$ cat src/rtl/sap_control_sequencer_if.sv
// Control bundle between the SAP sequencer and the datapath.
// The sequencer (master) owns the control word; run/opcode come from the datapath/front panel.
interface sap_control_sequencer_if #(
    parameter int OPCODE_W = 4
);
    logic                run;
    logic [OPCODE_W-1:0] opcode;
    logic                pc_enable;
    logic                pc_out;
    logic                mar_load;
    logic                ram_oe;
    logic                ir_load;
    logic                ir_out;
    logic                a_load;
    logic                a_out;
    logic                b_load;
    logic                alu_out;
    logic                alu_sub;
    logic                out_load;
    logic                halted;
    logic [5:0]          t_state;

    modport master (
        input  run, opcode,
        output pc_enable, pc_out, mar_load, ram_oe, ir_load, ir_out,
               a_load, a_out, b_load, alu_out, alu_sub, out_load,
               halted, t_state
    );

    modport slave (
        output run, opcode,
        input  pc_enable, pc_out, mar_load, ram_oe, ir_load, ir_out,
               a_load, a_out, b_load, alu_out, alu_sub, out_load,
               halted, t_state
    );
endinterface

$ cat src/rtl/sap_control_sequencer.sv
// Six-phase fetch/execute sequencer for the SAP 8-bit CPU.
// Control word is a pure combinational decode of the registered phase and the IR opcode.
module sap_control_sequencer #(
    parameter int                  OPCODE_W = 4,
    parameter logic [OPCODE_W-1:0] OP_LDA   = 4'h0,
    parameter logic [OPCODE_W-1:0] OP_ADD   = 4'h1,
    parameter logic [OPCODE_W-1:0] OP_SUB   = 4'h2,
    parameter logic [OPCODE_W-1:0] OP_OUT   = 4'he,
    parameter logic [OPCODE_W-1:0] OP_HLT   = 4'hf
) (
    input  logic                           clk,
    input  logic                           rst,
    sap_control_sequencer_if.master        bus
);
    typedef enum logic [2:0] {
        S_IDLE, S_T1, S_T2, S_T3, S_T4, S_T5, S_T6, S_HALT
    } state_t;

    // Bit positions inside the packed control word.
    localparam int C_PCE  = 11;
    localparam int C_PCO  = 10;
    localparam int C_MAR  = 9;
    localparam int C_RAM  = 8;
    localparam int C_IRL  = 7;
    localparam int C_IRO  = 6;
    localparam int C_AL   = 5;
    localparam int C_AO   = 4;
    localparam int C_BL   = 3;
    localparam int C_ALU  = 2;
    localparam int C_SUB  = 1;
    localparam int C_OUTL = 0;

    state_t      r_state;
    state_t      w_state_next;
    logic [11:0] w_ctl;
    logic [5:0]  w_t_state;
    logic        w_halted;
    logic        w_mem_op;

    always_ff @(posedge clk or negedge rst) begin
        if (!rst) begin
            r_state <= S_IDLE;
        end else begin
            r_state <= w_state_next;
        end
    end

    assign w_mem_op = (bus.opcode == OP_LDA) || (bus.opcode == OP_ADD) ||
                      (bus.opcode == OP_SUB);

    always_comb begin
        w_state_next = r_state;
        w_ctl        = '0;
        w_t_state    = '0;
        w_halted     = 1'b0;
        case (r_state)
            S_IDLE: begin
                if (bus.run) w_state_next = S_T1;
            end
            S_T1: begin
                w_t_state    = 6'b000001;
                w_ctl[C_PCO] = 1'b1;
                w_ctl[C_MAR] = 1'b1;
                w_state_next = S_T2;
            end
            S_T2: begin
                w_t_state    = 6'b000010;
                w_ctl[C_PCE] = 1'b1;
                w_state_next = S_T3;
            end
            S_T3: begin
                w_t_state    = 6'b000100;
                w_ctl[C_RAM] = 1'b1;
                w_ctl[C_IRL] = 1'b1;
                w_state_next = S_T4;
            end
            S_T4: begin
                w_t_state = 6'b001000;
                if (w_mem_op) begin
                    w_ctl[C_IRO] = 1'b1;
                    w_ctl[C_MAR] = 1'b1;
                end else if (bus.opcode == OP_OUT) begin
                    w_ctl[C_AO]   = 1'b1;
                    w_ctl[C_OUTL] = 1'b1;
                end
                w_state_next = (bus.opcode == OP_HLT) ? S_HALT : S_T5;
            end
            S_T5: begin
                w_t_state = 6'b010000;
                if (w_mem_op) begin
                    w_ctl[C_RAM] = 1'b1;
                    w_ctl[C_AL]  = (bus.opcode == OP_LDA);
                    w_ctl[C_BL]  = (bus.opcode != OP_LDA);
                end
                w_state_next = S_T6;
            end
            S_T6: begin
                w_t_state = 6'b100000;
                if ((bus.opcode == OP_ADD) || (bus.opcode == OP_SUB)) begin
                    w_ctl[C_ALU] = 1'b1;
                    w_ctl[C_AL]  = 1'b1;
                    w_ctl[C_SUB] = (bus.opcode == OP_SUB);
                end
                w_state_next = bus.run ? S_T1 : S_IDLE;
            end
            S_HALT: begin
                // Terminal until reset; run and opcode are deliberately ignored.
                w_halted = 1'b1;
            end
            default: w_state_next = S_IDLE;
        endcase
    end

    assign {bus.pc_enable, bus.pc_out, bus.mar_load, bus.ram_oe, bus.ir_load,
            bus.ir_out, bus.a_load, bus.a_out, bus.b_load, bus.alu_out,
            bus.alu_sub, bus.out_load} = w_ctl;
    assign bus.halted  = w_halted;
    assign bus.t_state = w_t_state;
endmodule

$ cat src/flat_wrapper.sv
// flat-port wrapper written by rule: the top's interface ports become plain ports
module sap_control_sequencer_flat 
#(
    parameter int                  OPCODE_W = 4,
    parameter logic [OPCODE_W-1:0] OP_LDA   = 4'h0,
    parameter logic [OPCODE_W-1:0] OP_ADD   = 4'h1,
    parameter logic [OPCODE_W-1:0] OP_SUB   = 4'h2,
    parameter logic [OPCODE_W-1:0] OP_OUT   = 4'he,
    parameter logic [OPCODE_W-1:0] OP_HLT   = 4'hf
)
  (clk, rst, bus_run, bus_opcode, bus_pc_enable, bus_pc_out, bus_mar_load, bus_ram_oe, bus_ir_load, bus_ir_out, bus_a_load, bus_a_out, bus_b_load, bus_alu_out, bus_alu_sub, bus_out_load, bus_halted, bus_t_state);
  sap_control_sequencer_if #(.OPCODE_W(OPCODE_W)) bus_i ();
  input  logic clk;
  input  logic rst;
  input wire logic [$bits(bus_i.run)-1:0] bus_run;
  input wire logic [$bits(bus_i.opcode)-1:0] bus_opcode;
  output wire logic [$bits(bus_i.pc_enable)-1:0] bus_pc_enable;
  output wire logic [$bits(bus_i.pc_out)-1:0] bus_pc_out;
  output wire logic [$bits(bus_i.mar_load)-1:0] bus_mar_load;
  output wire logic [$bits(bus_i.ram_oe)-1:0] bus_ram_oe;
  output wire logic [$bits(bus_i.ir_load)-1:0] bus_ir_load;
  output wire logic [$bits(bus_i.ir_out)-1:0] bus_ir_out;
  output wire logic [$bits(bus_i.a_load)-1:0] bus_a_load;
  output wire logic [$bits(bus_i.a_out)-1:0] bus_a_out;
  output wire logic [$bits(bus_i.b_load)-1:0] bus_b_load;
  output wire logic [$bits(bus_i.alu_out)-1:0] bus_alu_out;
  output wire logic [$bits(bus_i.alu_sub)-1:0] bus_alu_sub;
  output wire logic [$bits(bus_i.out_load)-1:0] bus_out_load;
  output wire logic [$bits(bus_i.halted)-1:0] bus_halted;
  output wire logic [$bits(bus_i.t_state)-1:0] bus_t_state;
  assign bus_i.run = bus_run;
  assign bus_i.opcode = bus_opcode;
  assign bus_pc_enable = bus_i.pc_enable;
  assign bus_pc_out = bus_i.pc_out;
  assign bus_mar_load = bus_i.mar_load;
  assign bus_ram_oe = bus_i.ram_oe;
  assign bus_ir_load = bus_i.ir_load;
  assign bus_ir_out = bus_i.ir_out;
  assign bus_a_load = bus_i.a_load;
  assign bus_a_out = bus_i.a_out;
  assign bus_b_load = bus_i.b_load;
  assign bus_alu_out = bus_i.alu_out;
  assign bus_alu_sub = bus_i.alu_sub;
  assign bus_out_load = bus_i.out_load;
  assign bus_halted = bus_i.halted;
  assign bus_t_state = bus_i.t_state;
  sap_control_sequencer #(.OPCODE_W(OPCODE_W), .OP_LDA(OP_LDA), .OP_ADD(OP_ADD), .OP_SUB(OP_SUB), .OP_OUT(OP_OUT), .OP_HLT(OP_HLT)) u_core (.clk(clk), .rst(rst), .bus(bus_i));
endmodule
$ cat config.mk
export PLATFORM = sky130hd
export DESIGN_NAME = sap_control_sequencer_flat
export DESIGN_NICKNAME = d
export VERILOG_FILES = /design/src/rtl/sap_control_sequencer_if.sv /design/src/rtl/sap_control_sequencer.sv /design/src/flat_wrapper.sv
export SDC_FILE = /design/constraint.sdc
export NUM_CORES = 1
export LEC_CHECK = 0
export BUFFER_PORTS_ARGS = -buffer_cell sky130_fd_sc_hd__buf_2
export CAP_MARGIN = 20
export CORE_AREA = 10 10 47 49
export DETAILED_ROUTE_END_ITERATION = 7
export DIE_AREA = 0 0 57 59
export PLACE_DENSITY = 0.6
export SLEW_MARGIN = 20
export SYNTH_ARGS = -nofsm -noshare
export SYNTH_HDL_FRONTEND = slang
export SYNTH_SLANG_ARGS = --single-unit
$ cat constraint.sdc
create_clock -name clk -period 1.4 [get_ports clk]
set_clock_uncertainty 0.15 [all_clocks]
set_input_delay 0.14 -clock clk [delete_from_list [all_inputs] [get_ports clk]]
set_output_delay 0.14 -clock clk [all_outputs]
set_load 0.1 [all_outputs]
==> summary.md <==
| Metric | Value |
|---|---|
| Status | finished, violations left |
| Failing checks | setup timing |
| CTS tree | done |
| Critical-path cell list | buf_6 -> nor3b_4 -> and3_4 -> or2_4 -> buf_12 |
| Worst endpoint required time | 1110 ps |
| Synthesized area | 352.8 um^2 |
| Initial antenna violation count | 0 |
| Diode count | 0 |
| Biggest register | u_core.r_state |
| Final Hold Viols | 0 |
| Mapped Cells | 42 |
| Slew headroom | 0.7159 |
| Reg2reg start | u_core.r_state[0]$_DFFE_PN0P_ |
| Chip width | 57 um |
| HP Start | bus_run |
| DP HPWL | 1316 um |
| Fin area | 1172 um^2 |
| Leading area contributor after synthesis | dfrtp_1 |
| Sequential element share of the synthesized area | 0.2128 |
| Max clock buf depth | 2 |
| Maximum clock rate | 0.5418 GHz |
| Final worst slack | -445.8 ps |
| 1st-pass router iterations | 4 |
| Synth warn | 0 |
| First DRT Iteration DRCs | 6 |
| Count leader, synth | nor2b_1 |
| Synthesized flop and latch total | 3 |
| Worst Setup Path Type | reg2out |
| Top flop regs | u_core.r_state x3 |
| Total CTS buffers | 3 |
| Distinct cell type count after synthesis | 28 |
| Minimum clock period | 1846 ps |
| # IOs | 26 |
| RSZ-0062 raised after global routing | true |
| Worst Tran Pin Value | 423.3 ps |
| Max Cap Viol | 0 |
| Main synth FF type | dfrtp_1 |
| Routed length per instance | 16.89 um |
| Fill cells | 72 |
| Final WL | 1841 um |
| Core area | 1401 um^2 |
| Total nets after synthesis | 49 |
| Congestion Overflow GR | 0 |
| Crit path launch | u_core.r_state[0]$_DFFE_PN0P_ |
| Area growth syn-to-layout | 232.3% |
| Crit-path max FO | 5 |
| Crit share post-route | 1.318 |
| Crit path DAT | 1560 ps |
| Htree depth | 1 |
| Initial Util | 0.2518 |
| Largest cells by area after synthesis | dfrtp_1 (21%), nor2b_1 (8.9%), nand3b_4 (5.7%) |
| Drt drc | 0 |
| Gpl congestion | 0.7504 |
| CP max stage delay | 440 ps |
| Synth Area per Inst | 8.401 um^2 |
| ANT nets after route | 0 |
| Full die area | 3363 um^2 |
| Worst setup SP type | flop |
| Final core area utilization | 0.8366 |
| Synth top area share | 0.2128 |
| Async set-reset flop share out of synthesis | 1.000 |
| Layout cell share with drive strength beyond 1 | 0.8387 |
| Die height | 59 um |
| CTS clock-pin slew for the worst setup and hold paths | 30 ps |
| Slew Viols, Final | 0 |
| CTS sink cnt | 3 |
| Slowest stage cell, crit path | dfrtp_2 |
| Root buffer cell | clkbuf_4 |
| Vias | 525 |
| Placed Area | 1016 um^2 |
| Worst min path class | in2reg |
| Nets | 101 |
| Vias in the first global route | 600 |
| Total GRT Usage | 0.1133 |
| PortBufs | 25 |
| Crit end category | primary output |
| Via/cell ratio | 4.817 |
| Number of cell rows | 14 |
| EDFF count, synth | 0 |
| Largest net degree at the start of global routing | 9 |
| First-pass GRT wire length | 3042 um |
| Worst skew pair latency | 240 ps |
| Synth top cells by count | nor2b_1 (5), nor2_1 (4), and3_1 (3), dfrtp_1 (3) |
| Setup Viol. Count Final | 20 |
| Max reg flops | 3 |
[cells by family (layout without fill, tap and decap cells)]
group           count (synthesis)  count (layout)  synth area share
simple gates                   24              24            0.4787
compound gates                  8               8            0.1667
buf+inv                         6              57            0.1099
flops                           3               3            0.2128
mux                             1               1           0.03191
[worst paths after layout]
kind                                                 end  slack [ps]  cells past startpoint
max                                         bus_mar_load        -450                      5
min                        u_core.r_state[0]$_DFFE_PN0P_          70                      3
max reg2reg                u_core.r_state[1]$_DFFE_PN0P_        -150                      5
min reg2reg                u_core.r_state[2]$_DFFE_PN0P_         560                      2
max in group asynchronous  u_core.r_state[0]$_DFFE_PN0P_         870                      2
min in group asynchronous  u_core.r_state[2]$_DFFE_PN0P_         100                      2
[layer usage]
layer / track usage / vias up / part of all wire
met5: 0 / - / 0
met4: 0.07047 / 0 / 0.031
met3: 0.04292 / 6 / 0.086
met2: 0.2078 / 20 / 0.55
met1: 0.1034 / 248 / 0.33
li1: - / 251 / -
[metrics by stage]
| stage | hold WS (ps) | setup slack (ps) | std cells | setup TNS, ps |
|---|---|---|---|---|
| after floorplan | -305.6 | -1118 | 42 | -7943 |
| after global placement | -214.1 | -231.6 | 98 | -1108 |
| after detailed placement | -214.0 | -288.5 | 98 | -1516 |
| after CTS | 55.65 | -441.8 | 108 | -5912 |
| after global routing | 72.15 | -504.8 | 109 | -6934 |
| final | 67.81 | -445.8 | 109 | -5925 |
[what timing repair did]
item                                    in CTS  in global routing
endpoints found under the setup margin      20                 20
endpoints found under the hold margin        3                  0
hold buffers                                 1                  0
pin swaps                                    8                  6
resized for setup                           15                  1
setup buffers                                7                  2
[worst max-delay path: cells and delay by family, from the launching register on]
family                 cells  cell delay [ps]
buffers and inverters      2              300
flip-flops                 1              440
AND/OR/NAND/NOR            3              570
[placed cells by master, fill, tap and decap left out, drive strengths merged]
cell type,Yosys,routed
buf,4,50
nor2b,5,5
clkbuf,0,4
nor2,4,4
and3,3,3
nor3b,3,3
dfrtp,3,3
and3b,2,2
nand3b,2,2
o21ai,2,2
bufinv,0,1
nand2,1,1
or2,1,1
clkinvlp,0,1
a31o,1,1
or3,1,1
a21boi,1,1
and4,1,1
mux2,1,1
nand4,1,1
o21bai,1,1
a211o,1,1
o21ba,1,1
o22ai,1,1
dlygate4sd3,0,1
[layout make-up]
| type | count | area (um^2) | area share |
|---|---|---|---|
| Clock buffer | 4 | 26.28 | 0.02241 |
| Inverter | 2 | 25.02 | 0.02134 |
| Multi-Input combinational cell | 33 | 356.6 | 0.3042 |
| Sequential cell | 3 | 77.57 | 0.06617 |
| Tap cell | 16 | 20.02 | 0.01708 |
| Timing Repair Buffer | 51 | 666.9 | 0.5688 |
Power is left out: the tool's default activity adds up to more than one toggle a clock period on the data nets, which glitch-free logic cannot reach.
